<file path="config.mk">
export PLATFORM = sky130hd
export DESIGN_NAME = hazard_controller
export DESIGN_NICKNAME = d
export VERILOG_FILES = /design/src/rtl/hazard_controller.sv
export SDC_FILE = /design/constraint.sdc
export NUM_CORES = 1
export LEC_CHECK = 0
export BUFFER_PORTS_ARGS = -buffer_cell sky130_fd_sc_hd__buf_4
export CAP_MARGIN = 0
export CORE_ASPECT_RATIO = 1.2
export CORE_MARGIN = 2
export CORE_UTILIZATION = 45
export DETAILED_ROUTE_END_ITERATION = 10
export PLACE_DENSITY_LB_ADDON = 0.25
export SYNTH_ARGS = -nofsm -noshare
export SYNTH_HDL_FRONTEND = slang
export SYNTH_SLANG_ARGS = --single-unit
</file>
<file path="constraint.sdc">
create_clock -name CLK -period 2.89 [get_ports CLK]
set_input_delay 0.4335 -clock CLK [delete_from_list [all_inputs] [get_ports CLK]]
set_output_delay 0.4335 -clock CLK [all_outputs]
set_load 0.05 [all_outputs]
</file>
<file path="src/rtl/hazard_controller.sv">
// Stall/flush scheduler for the 5-stage RV32 pipeline: RAW detection, bubble/flush control, event counters.
// Define FORWARDING_EN to add EX-stage forwarding selects and reduce stalls to load-use only.
module hazard_controller #(
    parameter int unsigned CNT_W     = 16,
    parameter int unsigned MAX_STALL = 4,
    parameter int unsigned RF_BYPASS = 1
) (
    input  logic             CLK,
    input  logic             RESET,
    input  logic [4:0]       ID_RS1,
    input  logic [4:0]       ID_RS2,
    input  logic             ID_USES_RS1,
    input  logic             ID_USES_RS2,
    input  logic [4:0]       EX_RD,
    input  logic             EX_REGWRITE,
    input  logic             EX_MEMREAD,
    input  logic [4:0]       MEM_RD,
    input  logic             MEM_REGWRITE,
    input  logic [4:0]       WB_RD,
    input  logic             WB_REGWRITE,
    input  logic             BRANCH_TAKEN,
`ifdef FORWARDING_EN
    input  logic [4:0]       EX_RS1,
    input  logic [4:0]       EX_RS2,
    output logic [1:0]       FWD_A,
    output logic [1:0]       FWD_B,
`endif
    output logic             PC_WRITE,
    output logic             IFID_WRITE,
    output logic             IDEX_BUBBLE,
    output logic             IFID_FLUSH,
    output logic             IDEX_FLUSH,
    output logic             EXMEM_FLUSH,
    output logic [CNT_W-1:0] STALL_CNT,
    output logic [CNT_W-1:0] FLUSH_CNT,
    output logic             STALL_ERR
);

    localparam logic [1:0] ST_RUN   = 2'd0;
    localparam logic [1:0] ST_STALL = 2'd1;
    localparam logic [1:0] ST_FLUSH = 2'd2;

    logic [1:0]       state_q, state_d;
    logic [CNT_W-1:0] stall_cnt_q, stall_cnt_d;
    logic [CNT_W-1:0] flush_cnt_q, flush_cnt_d;
    logic [7:0]       run_q, run_d;
    logic             err_q, err_d;
    logic             hazard, taken, stall;

    function automatic logic src_match(input logic [4:0] rs);
`ifdef FORWARDING_EN
        return (rs != 5'd0) && EX_MEMREAD && EX_REGWRITE && (EX_RD == rs);
`else
        return (rs != 5'd0) &&
               ((EX_REGWRITE && (EX_RD == rs)) ||
                (MEM_REGWRITE && (MEM_RD == rs)) ||
                ((RF_BYPASS == 0) && WB_REGWRITE && (WB_RD == rs)));
`endif
    endfunction

`ifdef FORWARDING_EN
    function automatic logic [1:0] fwd_sel(input logic [4:0] rs);
        if (MEM_REGWRITE && (MEM_RD != 5'd0) && (MEM_RD == rs))
            return 2'b10;
        else if (WB_REGWRITE && (WB_RD != 5'd0) && (WB_RD == rs))
            return 2'b01;
        else
            return 2'b00;
    endfunction

    assign FWD_A = fwd_sel(EX_RS1);
    assign FWD_B = fwd_sel(EX_RS2);
`endif

    assign hazard = (ID_USES_RS1 && src_match(ID_RS1)) || (ID_USES_RS2 && src_match(ID_RS2));
    // EX/ME holds a bubble in FLUSH, so a branch indication there is stale
    assign taken  = BRANCH_TAKEN && (state_q != ST_FLUSH);
    assign stall  = hazard && !taken;

    always_comb begin
        PC_WRITE    = 1'b1;
        IFID_WRITE  = 1'b1;
        IDEX_BUBBLE = 1'b0;
        IFID_FLUSH  = 1'b0;
        IDEX_FLUSH  = 1'b0;
        EXMEM_FLUSH = 1'b0;
        if (RESET) begin
            PC_WRITE    = 1'b0;
            IFID_WRITE  = 1'b0;
            IFID_FLUSH  = 1'b1;
            IDEX_FLUSH  = 1'b1;
            EXMEM_FLUSH = 1'b1;
        end else if (taken) begin
            IFID_FLUSH  = 1'b1;
            IDEX_FLUSH  = 1'b1;
            EXMEM_FLUSH = 1'b1;
        end else if (stall) begin
            PC_WRITE    = 1'b0;
            IFID_WRITE  = 1'b0;
            IDEX_BUBBLE = 1'b1;
        end
    end

    always_comb begin
        state_d     = taken ? ST_FLUSH : (hazard ? ST_STALL : ST_RUN);
        stall_cnt_d = stall_cnt_q;
        flush_cnt_d = flush_cnt_q;
        run_d       = '0;
        if (stall && (stall_cnt_q != '1))
            stall_cnt_d = stall_cnt_q + CNT_W'(1);
        if (taken && (flush_cnt_q != '1))
            flush_cnt_d = flush_cnt_q + CNT_W'(1);
        if (stall)
            run_d = (run_q == '1) ? run_q : run_q + 8'd1;
        err_d = err_q || (run_d >= 8'(MAX_STALL));
    end

    always_ff @(posedge CLK) begin
        if (RESET) begin
            state_q     <= ST_RUN;
            stall_cnt_q <= '0;
            flush_cnt_q <= '0;
            run_q       <= '0;
            err_q       <= 1'b0;
        end else begin
            state_q     <= state_d;
            stall_cnt_q <= stall_cnt_d;
            flush_cnt_q <= flush_cnt_d;
            run_q       <= run_d;
            err_q       <= err_d;
        end
    end

    assign STALL_CNT = stall_cnt_q;
    assign FLUSH_CNT = flush_cnt_q;
    assign STALL_ERR = err_q;

endmodule

</file>
* After elaboration in Yosys (flattened, before gate mapping)
Index checks and enable logic that the tools add are counted. W data, S select, Z words.
Word-level totals: input port bits 34, output and inout bits 39, logic and storage cells 50, flip-flop bits (word level) 43
Cells by class: add/sub/neg operators 3, reduce and logical (&&, ||, !) cells 20, equal/unequal tests 8, mux-type cells 12, $lt $le $gt $ge 1
Operator list (number):
- $add A16 B1 Y16 const B | 2
- $ne A16 B16 Y1 const B | 2
- $eq A5 B5 Y1 | 4
- $mux W8 | 2
- $logic_and A1 B1 Y1 | 12
- $reduce_bool A5 Y1 | 2
- $mux W1 | 9
- $add A8 B1 Y8 const B | 1
- $eq A8 B8 Y1 const B | 1
- $ge A8 B3 Y1 const B | 1
- $logic_or A1 B1 Y1 | 4
- $mux W2 | 1
- $ne A2 B2 Y1 const B | 1
- $reduce_or A2 Y1 | 1
- $logic_not A1 Y1 | 1

* Depth between registers and ports, before layout
depth in word-level cells 10, mapped depth 9, gate-level depth less buffers 8

* Worst setup path after synthesis
OpenSTA, ideal clock, no wires.
kind input -> output, start input ID_RS2[1], end output PC_WRITE, buffers on the path 1, stages on the path 5, setup slack 6 ps, arrival 2451 ps, cell sequence or4_1 > o21ai_0 > o22ai_2 > a21oi_1 > buf_4
On the way: word-level cells in the longest chain between the ends 10, elaborated cells between the ends (all ways) 13, classes of those cells 2 x eq/ne; 3 x mux; 8 x reduce/logical
RTL lines:
- start: declaration | line 11 | input logic [4:0] ID_RS2,
- $eq A5 B5 Y1 (on tied branches) | line 55, 56
- $logic_and A1 B1 Y1 (on tied branches) | line 55, 56
- $logic_or A1 B1 Y1 | line 55 | ((EX_REGWRITE && (EX_RD == rs)) ||
- $logic_and A1 B1 Y1 * | line 54 | return (rs != 5'd0) &&
- $logic_and A1 B1 Y1 * | line 75 | assign hazard = (ID_USES_RS1 && src_match(ID_RS1)) || (ID_USES_RS2 && src_match(ID_RS2));
- $logic_or A1 B1 Y1 * | line 75
- $logic_and A1 B1 Y1 * | line 78 | assign stall = hazard && !taken;
- $mux W1 * (3 in series)
- end: declaration | line 28 | output logic PC_WRITE,
Mark *: on every way between the ends. The rest lies on a longest branch, timed or not.

* Worst setup path in the final report
start input EX_RD[4], end output IDEX_BUBBLE
On the way: word-level cells in the longest chain between the ends 10, elaborated cells between the ends (all ways) 15, classes of those cells 2 x eq/ne; 3 x mux; 10 x reduce/logical
RTL lines:
- start: declaration | line 14 | input logic [4:0] EX_RD,
- $eq A5 B5 Y1 | line 55
- $logic_and A1 B1 Y1 | line 55
- $logic_or A1 B1 Y1 | line 55
- $logic_and A1 B1 Y1 | line 54
- $logic_and A1 B1 Y1 | line 75
- $logic_or A1 B1 Y1 * | line 75
- $logic_and A1 B1 Y1 * | line 78
- $mux W1 * | line 97 | end else if (stall) begin
- $mux W1 * | line 93 | end else if (taken) begin
- $mux W1 * | line 87 | if (RESET) begin
- end: declaration | line 30 | output logic IDEX_BUBBLE,
Marked as above.

==> tab_implementation.tex <==
\begin{tabular}{lr}
\hline
Metric & Value \\
\hline
\multicolumn{2}{l}{\textbf{Global routing}} \\
\quad Initial antenna violation count & 0 \\
\quad Aggregate global-route resource usage & 0.190 \\
\quad Maximum number of pins on one net before global-route repair & 37 \\
\quad Total congestion overflow after global routing & 0 \\
\quad Via count of the first global-routing pass & 1917 \\
\quad Global-route wire length before repair & 8210 microns \\
\multicolumn{2}{l}{\textbf{Clocking}} \\
\quad Number of clock sinks & 43 \\
\quad CTS root buffer & sky130\_fd\_sc\_hd\_\_clkbuf\_8 \\
\quad Post-CTS Resized & 0 \\
\quad Clock buffer count from CTS & 5 \\
\quad Hold bufs inserted after CTS & 0 \\
\quad Clock H-tree levels & 2 \\
\quad Clock tree from TritonCTS & yes \\
\quad Clock latency of the later-clocked register in the worst-skew pair & 0.29 ns \\
\quad Max Root-Sink Buffers & 2 \\
\quad Setup Buffers After CTS & 0 \\
\quad Clock transition at the registers of the reported paths & 0.07 ns \\
\multicolumn{2}{l}{\textbf{Run status}} \\
\quad Run status & completed \\
\multicolumn{2}{l}{\textbf{Place}} \\
\quad Input/output buffers & 65 \\
\quad Pre-CTS worst setup slack & 0.151 ns \\
\quad Placed wire-length estimate & 3850 microns \\
\quad Weighted congestion at the end of routability-driven global placement & 0.850 \\
\multicolumn{2}{l}{\textbf{Timing}} \\
\quad Post-route minimum period & 2.58 ns \\
\quad Final hold viol count & 0 \\
\quad Worst Tran Pin Value & 0.682 ns \\
\quad Highest clock rate & 387 MHz \\
\quad Final Slew Violations & 0 \\
\quad Setup-violating endpoint count in the final report & 0 \\
\quad RSZ-0062 raised after global routing & no \\
\quad Clock Skew & 0.00901 ns \\
\quad Smallest setup slack after layout & 0.305 ns \\
\quad Final worst-path cycle share & 0.894 \\
\quad Max-slew headroom & 0.542 \\
\quad Final sum of negative setup slack & 0 ns \\
\multicolumn{2}{l}{\textbf{Cells and area}} \\
\quad Layout overhead on the synthesized area & 26.4\% \\
\quad Antenna cell count & 0 \\
\quad Post-layout net count & 372 \\
\quad Share of final-layout standard cells stronger than drive strength 1 & 0.232 \\
\multicolumn{2}{l}{\textbf{Yosys}} \\
\quad Synth Instances & 272 \\
\quad Mapped Area & 2270 sq um \\
\quad Share of the synthesized area in the top cell type & 0.379 \\
\quad Flip-flop and latch count after synthesis & 43 \\
\quad Count of distinct cell types in the synthesized netlist & 39 \\
\quad Flip-flop cell with the highest count after synthesis & sky130\_fd\_sc\_hd\_\_dfxtp\_1 \\
\quad EDFF count, synth & 0 \\
\quad Syn avg cell area & 8.34 sq um \\
\quad Syn nets & 309 \\
\quad Synth area leaders & sky130\_fd\_sc\_hd\_\_dfxtp\_1 (38\%), sky130\_fd\_sc\_hd\_\_xor2\_1 (8.5\%), sky130\_fd\_sc\_hd\_\_xnor2\_1 (7.3\%) \\
\quad Most common library cells after synthesis & sky130\_fd\_sc\_hd\_\_dfxtp\_1 (43), sky130\_fd\_sc\_hd\_\_nor2\_1 (36), sky130\_fd\_sc\_hd\_\_xor2\_1 (22) \\
\quad Part of the Yosys area used for sequential elements & 0.379 \\
\quad Cell accounting for the most synthesized area & sky130\_fd\_sc\_hd\_\_dfxtp\_1 \\
\quad Asr flop ratio synth & 0 \\
\quad Most frequently used cell type in the post-synthesis netlist & sky130\_fd\_sc\_hd\_\_dfxtp\_1 \\
\quad Warnings, synthesis & 0 \\
\multicolumn{2}{l}{\textbf{Setup path}} \\
\quad Crit Path Class & input pin to primary output \\
\quad Critical-path maximum fanout & 5 \\
\quad Data arrival time of the worst path & 2.15 ns \\
\quad Worst Setup End Kind & primary output \\
\quad Data required, critical path & 2.46 ns \\
\quad Startpoint kind of the worst setup timing path & input pin \\
\multicolumn{2}{l}{\textbf{Route}} \\
\quad Total vias in the final route & 2135 \\
\quad Post-route antenna net violation count & 0 \\
\quad \# DRC & 0 \\
\quad DR pass1 iterations & 4 \\
\quad Starting DRC count in detailed routing & 72 \\
\quad Drt wl/cell & 13.3 microns \\
\quad Ratio of routed vias to standard cells & 5.39 \\
\quad Final WL & 5250 microns \\
\multicolumn{2}{l}{\textbf{Power and ir drop}} \\
\quad Pwr dens & 387 nW/um\^{}2 \\
\quad Leakage dissipation & 1.13 nW \\
\quad Share of power burned in the clock network & 0.333 \\
\quad Reg power frac & 0.542 \\
\quad Share of total power consumed by net switching & 0.257 \\
\quad Comb pwr share & 0.125 \\
\quad Power spent charging and discharging nets & 285 uW \\
\quad Internal portion of total power & 824 uW \\
\quad Worst vdd ir & 0.256 mV \\
\multicolumn{2}{l}{\textbf{Job}} \\
\quad Max-cap violations & 0 \\
\multicolumn{2}{l}{\textbf{Floorplanning}} \\
\quad \# rows & 28 \\
\quad Core Footprint & 4900 sq um \\
\quad I/O pin total & 73 \\
\quad Vertical die dimension & 81.8 microns \\
\quad Die Width & 68.8 microns \\
\quad Starting density of the core & 0.463 \\
\quad DIE AREA & 5630 sq um \\
\multicolumn{2}{l}{\textbf{Min path}} \\
\quad Kind of path behind the tightest hold check & flop to flop \\
\hline
\end{tabular}
[sequential cells by signal (all words and copies together) (netlist names)]
register   flops
FLUSH_CNT     16
run_q          8
STALL_CNT     16
state_q        2
STALL_ERR      1
[final cells by class]
cell class / count / area (sq um)
fill: 463 / 2040
multi-input combinational: 212 / 1330
sequential: 43 / 861
timing repair buffer: 67 / 503
clock buffer: 7 / 76.3
tap: 60 / 75.1
inverter: 6 / 22.5
clock inverter: 1 / 5.00
[worst paths after layout]
path / from / to / slack (ns) / depth (start not counted)
worst min register to register: STALL_ERR$_SDFF_PP0_ / STALL_ERR$_SDFF_PP0_ / 0.47 / 2
worst min-delay path: STALL_ERR$_SDFF_PP0_ / STALL_ERR$_SDFF_PP0_ / 0.47 / 2
worst max register to register: state_q[1]$_SDFF_PP0_ / STALL_CNT[6]$_SDFFE_PP0P_ / 0.76 / 6
worst max-delay path: EX_RD[4] / IDEX_BUBBLE / 0.31 / 8
[through the flow]
step | hold slack, ns | power (mW) | utilization | cell area, sq um | instances
2_1_floorplan | 0.487 | 0.696 | - | 2270 | 272
3_3_place_gp | 0.464 | 0.751 | 0.568 | 2790 | 388
3_5_place_dp | 0.466 | 0.753 | 0.568 | 2790 | 388
4_1_cts | 0.477 | 1.12 | 0.585 | 2870 | 396
5_1_grt | 0.494 | 1.15 | 0.585 | 2870 | 396
6_report | 0.475 | 1.11 | 0.585 | 2870 | 396
[critical path, stage by stage]
cell,delay (ns)
sky130_fd_sc_hd__buf_4,0.12
sky130_fd_sc_hd__xor2_1,0.15
sky130_fd_sc_hd__nor4_1,0.48
sky130_fd_sc_hd__a32oi_1,0.15
sky130_fd_sc_hd__o22ai_2,0.29
sky130_fd_sc_hd__or2b_1,0.27
sky130_fd_sc_hd__inv_1,0.06
sky130_fd_sc_hd__buf_4,0.19
[power by group through the flow]
| stage | registers, mW | clock network [mW] | logic (mW) |
|---|---|---|---|
| 2_1_floorplan | 0.626 | 0 | 0.0703 |
| 3_3_place_gp | 0.615 | 0 | 0.136 |
| 3_5_place_dp | 0.615 | 0 | 0.138 |
| 4_1_cts | 0.601 | 0.380 | 0.139 |
| 5_1_grt | 0.601 | 0.400 | 0.148 |
| 6_report | 0.601 | 0.369 | 0.139 |
[metal layers]
layer	track usage	wire, microns	vias to the layer above
met5	0	0	-
met4	0.0588	42	0
met3	0.0438	427	4
met2	0.340	2540	66
met1	0.220	2240	992
li1	-	-	1073
[placed cells by master (no fill, tap or decap), types with 6 or more instances in the layout]
cell type                 instances
sky130_fd_sc_hd__o21ai_0         12
sky130_fd_sc_hd__xnor2_1         19
sky130_fd_sc_hd__or4_1            6
sky130_fd_sc_hd__nand3_1         11
sky130_fd_sc_hd__a21oi_1         16
sky130_fd_sc_hd__nand2_1         20
sky130_fd_sc_hd__inv_1            6
sky130_fd_sc_hd__nand4_1          8
sky130_fd_sc_hd__and2_1           7
sky130_fd_sc_hd__nor2_1          36
sky130_fd_sc_hd__xor2_1          22
sky130_fd_sc_hd__or3_1            9
sky130_fd_sc_hd__dfxtp_1         43
sky130_fd_sc_hd__buf_4           67
[cell families after synthesis]
family | after synthesis | synth area share
xor+xnor | 41 | 0.158
buf+inv | 17 | 0.0369
flops | 43 | 0.379
fa+ha+maj | 3 | 0.0165
simple gates | 124 | 0.287
compound gates | 39 | 0.100
mux | 5 | 0.0221
(Power assumes the default switching activity.)
